File: config.mk
export PLATFORM = sky130hd
export DESIGN_NAME = usb_packet_decoder
export DESIGN_NICKNAME = d
export VERILOG_FILES = /design/src/rtl/usb_packet_decoder.sv
export SDC_FILE = /design/constraint.sdc
export NUM_CORES = 1
export LEC_CHECK = 0
export ABC_CLOCK_PERIOD_IN_PS = 8630
export BUFFER_PORTS_ARGS = -buffer_cell sky130_fd_sc_hd__buf_2
export CAP_MARGIN = 20
export CORE_AREA = 10 10 74 138
export DETAILED_ROUTE_END_ITERATION = 8
export DIE_AREA = 0 0 84 148
export PLACE_DENSITY = 0.93
export SLEW_MARGIN = 40
export SYNTH_ARGS = -nofsm -noshare
export SYNTH_HDL_FRONTEND = slang
export SYNTH_SLANG_ARGS = --single-unit
File: constraint.sdc
create_clock -name clk -period 8.63 [get_ports clk]
set_clock_uncertainty 0.15 [all_clocks]
set_input_delay 1.2945 -clock clk [delete_from_list [all_inputs] [get_ports clk]]
set_output_delay 1.2945 -clock clk [all_outputs]
set_load 0.005 [all_outputs]
File: src/rtl/usb_packet_decoder.sv
// USB full-speed packet decoder: PID check and type decode, token CRC5, data CRC16
// with a 2-byte holdback so the trailing CRC bytes never appear on data_out.
module usb_packet_decoder #(
  parameter int MAX_DATA = 64
) (
  input  logic       clk,
  input  logic       reset_n,
  input  logic [7:0] rx_data,
  input  logic       rx_active,
  input  logic       rx_valid,
  input  logic       rx_error,
  output logic [3:0] pid,
  output logic [6:0] token_addr,
  output logic [3:0] token_endp,
  output logic [7:0] data_out,
  output logic       data_strobe,
  output logic       done,
  output logic       ok,
  output logic [2:0] err
);

  localparam int            PW        = $clog2(MAX_DATA + 1);
  localparam logic [PW-1:0] PAY_MAX   = PW'(MAX_DATA);
  localparam logic [4:0]    CRC5_RES  = 5'b01100;
  localparam logic [15:0]   CRC16_RES = 16'h800D;

  typedef enum logic [2:0] {
    ST_IDLE, ST_PID, ST_TOK1, ST_TOK2, ST_DATA, ST_HSK, ST_DRAIN
  } state_t;

  typedef enum logic [2:0] {
    E_NONE = 3'd0, E_PID = 3'd1, E_CRC = 3'd2, E_LEN = 3'd3, E_XCVR = 3'd4
  } err_t;

  // Serial CRCs unrolled over one byte, bits taken LSB-first as on the wire.
  function automatic logic [4:0] crc5_byte(input logic [4:0] c, input logic [7:0] d);
    logic [4:0] r;
    r = c;
    for (int i = 0; i < 8; i++)
      r = {r[3:0], 1'b0} ^ ((r[4] ^ d[i]) ? 5'h05 : 5'h00);
    return r;
  endfunction

  function automatic logic [15:0] crc16_byte(input logic [15:0] c, input logic [7:0] d);
    logic [15:0] r;
    r = c;
    for (int i = 0; i < 8; i++)
      r = {r[14:0], 1'b0} ^ ((r[15] ^ d[i]) ? 16'h8005 : 16'h0000);
    return r;
  endfunction

  state_t        state, state_n;
  err_t          err_q, err_n, fin_err;
  logic [1:0]    cnt, cnt_n;
  logic [4:0]    crc5, crc5_n;
  logic [15:0]   crc16, crc16_n;
  logic [7:0]    tok_lo, tok_lo_n;
  logic [2:0]    tok_hi, tok_hi_n;
  logic [7:0]    buf0, buf0_n, buf1, buf1_n;
  logic [PW-1:0] pay_cnt, pay_n;
  logic [3:0]    pid_n;
  logic          emit;
  logic          rx_active_q;

  // Effect of this cycle's byte (or error) on the packet state; the
  // end-of-packet evaluation below looks at these so a byte arriving with
  // the rx_active fall is still counted.
  always_comb begin
    // NOTE: every always_comb output gets a default first so no path infers a latch.
    state_n  = state;
    err_n    = err_q;
    cnt_n    = cnt;
    crc5_n   = crc5;
    crc16_n  = crc16;
    tok_lo_n = tok_lo;
    tok_hi_n = tok_hi;
    buf0_n   = buf0;
    buf1_n   = buf1;
    pay_n    = pay_cnt;
    pid_n    = pid;
    emit     = 1'b0;
    if (state != ST_IDLE) begin
      if (rx_error) begin
        state_n = ST_DRAIN;
        err_n   = E_XCVR;
      end else if (rx_valid) begin
        unique case (state)
          ST_PID: begin
            pid_n = rx_data[3:0];
            if (rx_data[7:4] != ~rx_data[3:0]) begin
              state_n = ST_DRAIN;
              err_n   = E_PID;
            end else begin
              // PID[1:0]: 01 token, 11 data, 10 handshake, 00 special (unsupported)
              unique case (rx_data[1:0])
                2'b01:   state_n = ST_TOK1;
                2'b11:   state_n = ST_DATA;
                2'b10:   state_n = ST_HSK;
                default: begin
                  state_n = ST_DRAIN;
                  err_n   = E_PID;
                end
              endcase
            end
          end
          ST_TOK1: begin
            tok_lo_n = rx_data;
            crc5_n   = crc5_byte(crc5, rx_data);
            cnt_n    = 2'd1;
            state_n  = ST_TOK2;
          end
          ST_TOK2: begin
            if (cnt == 2'd1) begin
              tok_hi_n = rx_data[2:0];
              crc5_n   = crc5_byte(crc5, rx_data);
              cnt_n    = 2'd2;
            end else begin
              state_n = ST_DRAIN;
              err_n   = E_LEN;
            end
          end
          ST_DATA: begin
            crc16_n = crc16_byte(crc16, rx_data);
            if (cnt == 2'd2 && pay_cnt == PAY_MAX) begin
              state_n = ST_DRAIN;
              err_n   = E_LEN;
            end else begin
              emit   = (cnt == 2'd2);
              pay_n  = (cnt == 2'd2) ? pay_cnt + PW'(1) : pay_cnt;
              cnt_n  = (cnt == 2'd2) ? cnt : cnt + 2'd1;
              buf0_n = buf1;
              buf1_n = rx_data;
            end
          end
          ST_HSK: begin
            state_n = ST_DRAIN;
            err_n   = E_LEN;
          end
          default: ;
        endcase
      end
    end

    fin_err = err_n;
    if (err_n == E_NONE) begin
      unique case (state_n)
        ST_PID, ST_TOK1: fin_err = E_LEN;
        ST_TOK2: begin
          if (cnt_n != 2'd2)            fin_err = E_LEN;
          else if (crc5_n != CRC5_RES)  fin_err = E_CRC;
        end
        ST_DATA: begin
          if (cnt_n != 2'd2)            fin_err = E_LEN;
          else if (crc16_n != CRC16_RES) fin_err = E_CRC;
        end
        default: fin_err = E_NONE;
      endcase
    end
  end

  // NOTE: sequential state uses non-blocking assignments only, so every register
  // samples the pre-edge values regardless of statement order.
  always_ff @(posedge clk or negedge reset_n) begin
    if (!reset_n) begin
      state       <= ST_IDLE;
      err_q       <= E_NONE;
      cnt         <= 2'd0;
      crc5        <= 5'h1F;
      crc16       <= 16'hFFFF;
      tok_lo      <= 8'h00;
      tok_hi      <= 3'd0;
      buf0        <= 8'h00;
      buf1        <= 8'h00;
      pay_cnt     <= '0;
      pid         <= 4'h0;
      token_addr  <= 7'h00;
      token_endp  <= 4'h0;
      data_out    <= 8'h00;
      data_strobe <= 1'b0;
      done        <= 1'b0;
      ok          <= 1'b0;
      err         <= 3'd0;
      // Held high so a packet already in flight at reset release is not mistaken for a new one.
      rx_active_q <= 1'b1;
    end else begin
      rx_active_q <= rx_active;
      data_strobe <= 1'b0;
      done        <= 1'b0;
      if (state == ST_IDLE) begin
        if (rx_active && !rx_active_q) begin
          state   <= ST_PID;
          err_q   <= E_NONE;
          cnt     <= 2'd0;
          crc5    <= 5'h1F;
          crc16   <= 16'hFFFF;
          pay_cnt <= '0;
        end
      end else begin
        err_q       <= err_n;
        cnt         <= cnt_n;
        crc5        <= crc5_n;
        crc16       <= crc16_n;
        tok_lo      <= tok_lo_n;
        tok_hi      <= tok_hi_n;
        buf0        <= buf0_n;
        buf1        <= buf1_n;
        pay_cnt     <= pay_n;
        pid         <= pid_n;
        data_strobe <= emit;
        if (emit) data_out <= buf0;
        if (!rx_active) begin
          state <= ST_IDLE;
          done  <= 1'b1;
          err   <= fin_err;
          ok    <= (fin_err == E_NONE);
          if (fin_err == E_NONE && state_n == ST_TOK2) begin
            token_addr <= tok_lo_n[6:0];
            token_endp <= {tok_hi_n, tok_lo_n[7]};
          end
        end else begin
          state <= state_n;
        end
      end
    end
  end

endmodule

==> run summary <==
CP Cell Sequence: buf_2, nor2b_1, nand2_1, o32a_1, o22a_2, o2111a_1, a311o_2, a2111oi_4, buf_4, mux2_2
CTS tree: yes
Clk Latency, worst-skew pair: 350 ps
Slowest-stage cell, CP: nand2_1
IO buf count: 41
Fmax: 0.224 GHz
Post-CTS Setup Inserts: 0
Vias in the first global route: 3851
DIE AREA: 0.0124 sq mm
Setup CP Type: in2reg
Initial drt markers: 349
# IOs: 42
Max Cap Violations: 0
Row count: 46
Final HPWL DP: 8670 microns
Fin crit period: 4470 ps
EDFF count, synth: 0
Htree depth: 3
Yosys reg bits: 93
Outcome: completed
Final WS setup: 4160 ps
Clock sinks: 93
Pwr Total: 0.00147 W
Longest Clk Path Bufs: 2
Worst path bufs/invs: 2
Setup TNS: 0 ps
Mapped Avg Cell Area: 11.4 sq um
Initial antenna violation count: 0
Root buffer cell: clkbuf_16
Total GRT Usage: 19.2%
Initial DRT Pass Iterations: 5
Global placement routability congestion: 0.957
Slew HR: 50.2%
Main synth FF type: dfrtp_1
Register area share after synthesis: 47.8%
Max stage delay on crit path: 530 ps
Crit end category: register
# setup viols final: 0
Worst slew pin tran: 747 ps
Pin count of the biggest net entering global routing: 86
Asr flop ratio synth: 100%
RSZ-0062 raised after global routing: no
Worst slack at placement: 3650 ps
Syn-to-layout area delta: 9.49%
Max VDD drop: 221 uV
Die X: 84 microns
Critical path required time: 8710 ps
CP Launch Type: primary input
Routed WL per cell: 21.1 microns
Pins Over Slew Limit: 0
Pwr/cell area: 273 mW/mm^2
Worst-path clk slew: 60 ps
GR Overflow Total: 0
Hold WC Path Type: reg2reg
Via density: 6.30
Post-route ant nets: 0
Synth warnings: 0
Starting Density: 62.1%
CP max FO: 20
Mapped Cells: 433
Tcrit/Tclk final: 51.8%
First-pass GRT wire length: 19400 microns
Fraction of layout cells with a size suffix above 1: 31.9%
Post-cts sizing count: 0
Final #Nets: 486
Synth unique cells: 66
Post-Syn Nets: 453
Inserted Diodes: 0
Core area: 0.00794 sq mm
Vias post-DR: 3563
Die Span Y: 148 microns
Total CTS buffers: 9
Pleak: 2.38 nW
Hold Buf Count CTS: 0
Critical path arrival: 4550 ps
Final hold viol count: 0
Top delay family on crit path: compound AO/OA/AOI/OAI gates
Routed wire length: 11900 microns
# DRC: 0
Cell area after synthesis: 0.00493 sq mm
==> final cells by class <==
cell class | count | area [sq um]
fill | 566 | 2550
multi-input combinational | 308 | 2350
tap | 96 | 120
inverter | 10 | 37.5
timing repair buffer | 44 | 234
clock buffer | 9 | 225
clock inverter | 6 | 71.3
sequential | 93 | 2350
==> layout by cell type (no fill, tap or decap), types with 9 or more instances in the layout <==
cell type,count
buf_2,40
nand3_1,10
dfrtp_1,71
clkbuf_16,9
o21ai_0,15
nand2_1,29
o22a_1,17
xnor2_1,25
inv_1,10
xor2_1,21
a21oi_1,21
nor2_1,30
dfstp_2,22
mux2_2,51
==> logic make-up after synthesis <==
kind of cell               after synthesis  synth area share [%]
adders and majority gates                7                  1.78
AOI/OAI and AO/OA                       81                  11.9
buffers and inverters                   32                  4.70
DFF                                     93                  47.8
xor gates and xnor gates                49                  9.57
muxes                                   53                  12.1
and+or+nand+nor                        118                  12.3
==> power by group <==
group / switching (W) / total (W) / internal (W)
Clock: 0.000174 / 0.000400 / 0.000226
Combinational: 0.000237 / 0.000440 / 0.000203
Sequential: 0.0000798 / 0.000632 / 0.000552
==> routing by layer <==
metal  wire (microns)  global-route usage (%)  vias up
li1                 -                       -     1606
met5                0                       0        -
met1             4230                    18.5     1768
met4              576                    11.5        0
met2             6550                    35.3      137
met3              575                    4.73       52
==> synthesized netlist by cell type, drive strengths merged, types with 3 or more instances <==
| cell | n | area share, % |
|---|---|---|
| nor2b | 5 | 0.63 |
| o22ai | 4 | 0.51 |
| nand2b | 3 | 0.38 |
| dfstp | 22 | 12 |
| or4 | 3 | 0.48 |
| dfrtp | 71 | 36 |
| nand3 | 10 | 1.0 |
| inv | 10 | 0.76 |
| ha | 7 | 1.8 |
| o21a | 3 | 0.46 |
| or2 | 3 | 0.38 |
| a21oi | 22 | 2.2 |
| o21ai | 15 | 1.5 |
| o22a | 18 | 3.2 |
| and2 | 3 | 0.41 |
| nand4 | 4 | 0.51 |
| clkbuf | 13 | 2.4 |
| mux2 | 51 | 12 |
| nor3 | 8 | 0.81 |
| nand2 | 29 | 2.2 |
| xor2 | 21 | 3.7 |
| xnor2 | 25 | 4.4 |
| buf | 8 | 1.3 |
| nor2 | 32 | 2.5 |
==> worst paths after layout <==
kind                                  startpoint                        end  slack [ps]  cells past startpoint
hold / removal             tok_lo[0]$_DFFE_PN0N_      tok_lo[0]$_DFFE_PN0N_         350                      1
min in group asynchronous                reset_n         err[1]$_DFFE_PN0P_         600                      1
max in group asynchronous                reset_n     pay_cnt[6]$_DFFE_PN0P_        6790                      2
setup reg to reg            state[2]$_DFFE_PN0N_  token_endp[2]$_DFFE_PN0P_        4200                      9
setup / recovery                        rx_valid  token_endp[2]$_DFFE_PN0P_        4160                     10
hold reg to reg            tok_lo[0]$_DFFE_PN0N_      tok_lo[0]$_DFFE_PN0N_         350                      1
==> registers in the layout, indices dropped and copies added (netlist names) <==
signal       count
buf0             8
buf1             8
cnt              2
crc16           16
crc5             5
data_out         8
data_strobe      1
done             1
err              3
err_q            3
ok               1
pay_cnt          7
pid              4
rx_active_q      1
state            3
tok_hi           3
tok_lo           8
token_addr       7
token_endp       4
==> through the flow <==
step           instance area, sq um  utilization (%)  hold slack, ps  cells
3_3_place_gp                   5080             63.9             325    550
3_5_place_dp                   5090             64.1             335    550
6_report                       5400             67.9             350    566
4_1_cts                        5390             67.8             352    565
5_1_grt                        5400             67.9             368    566
2_1_floorplan                  4930                -             316    433
Note: power is estimated with default switching activity, not from simulation.
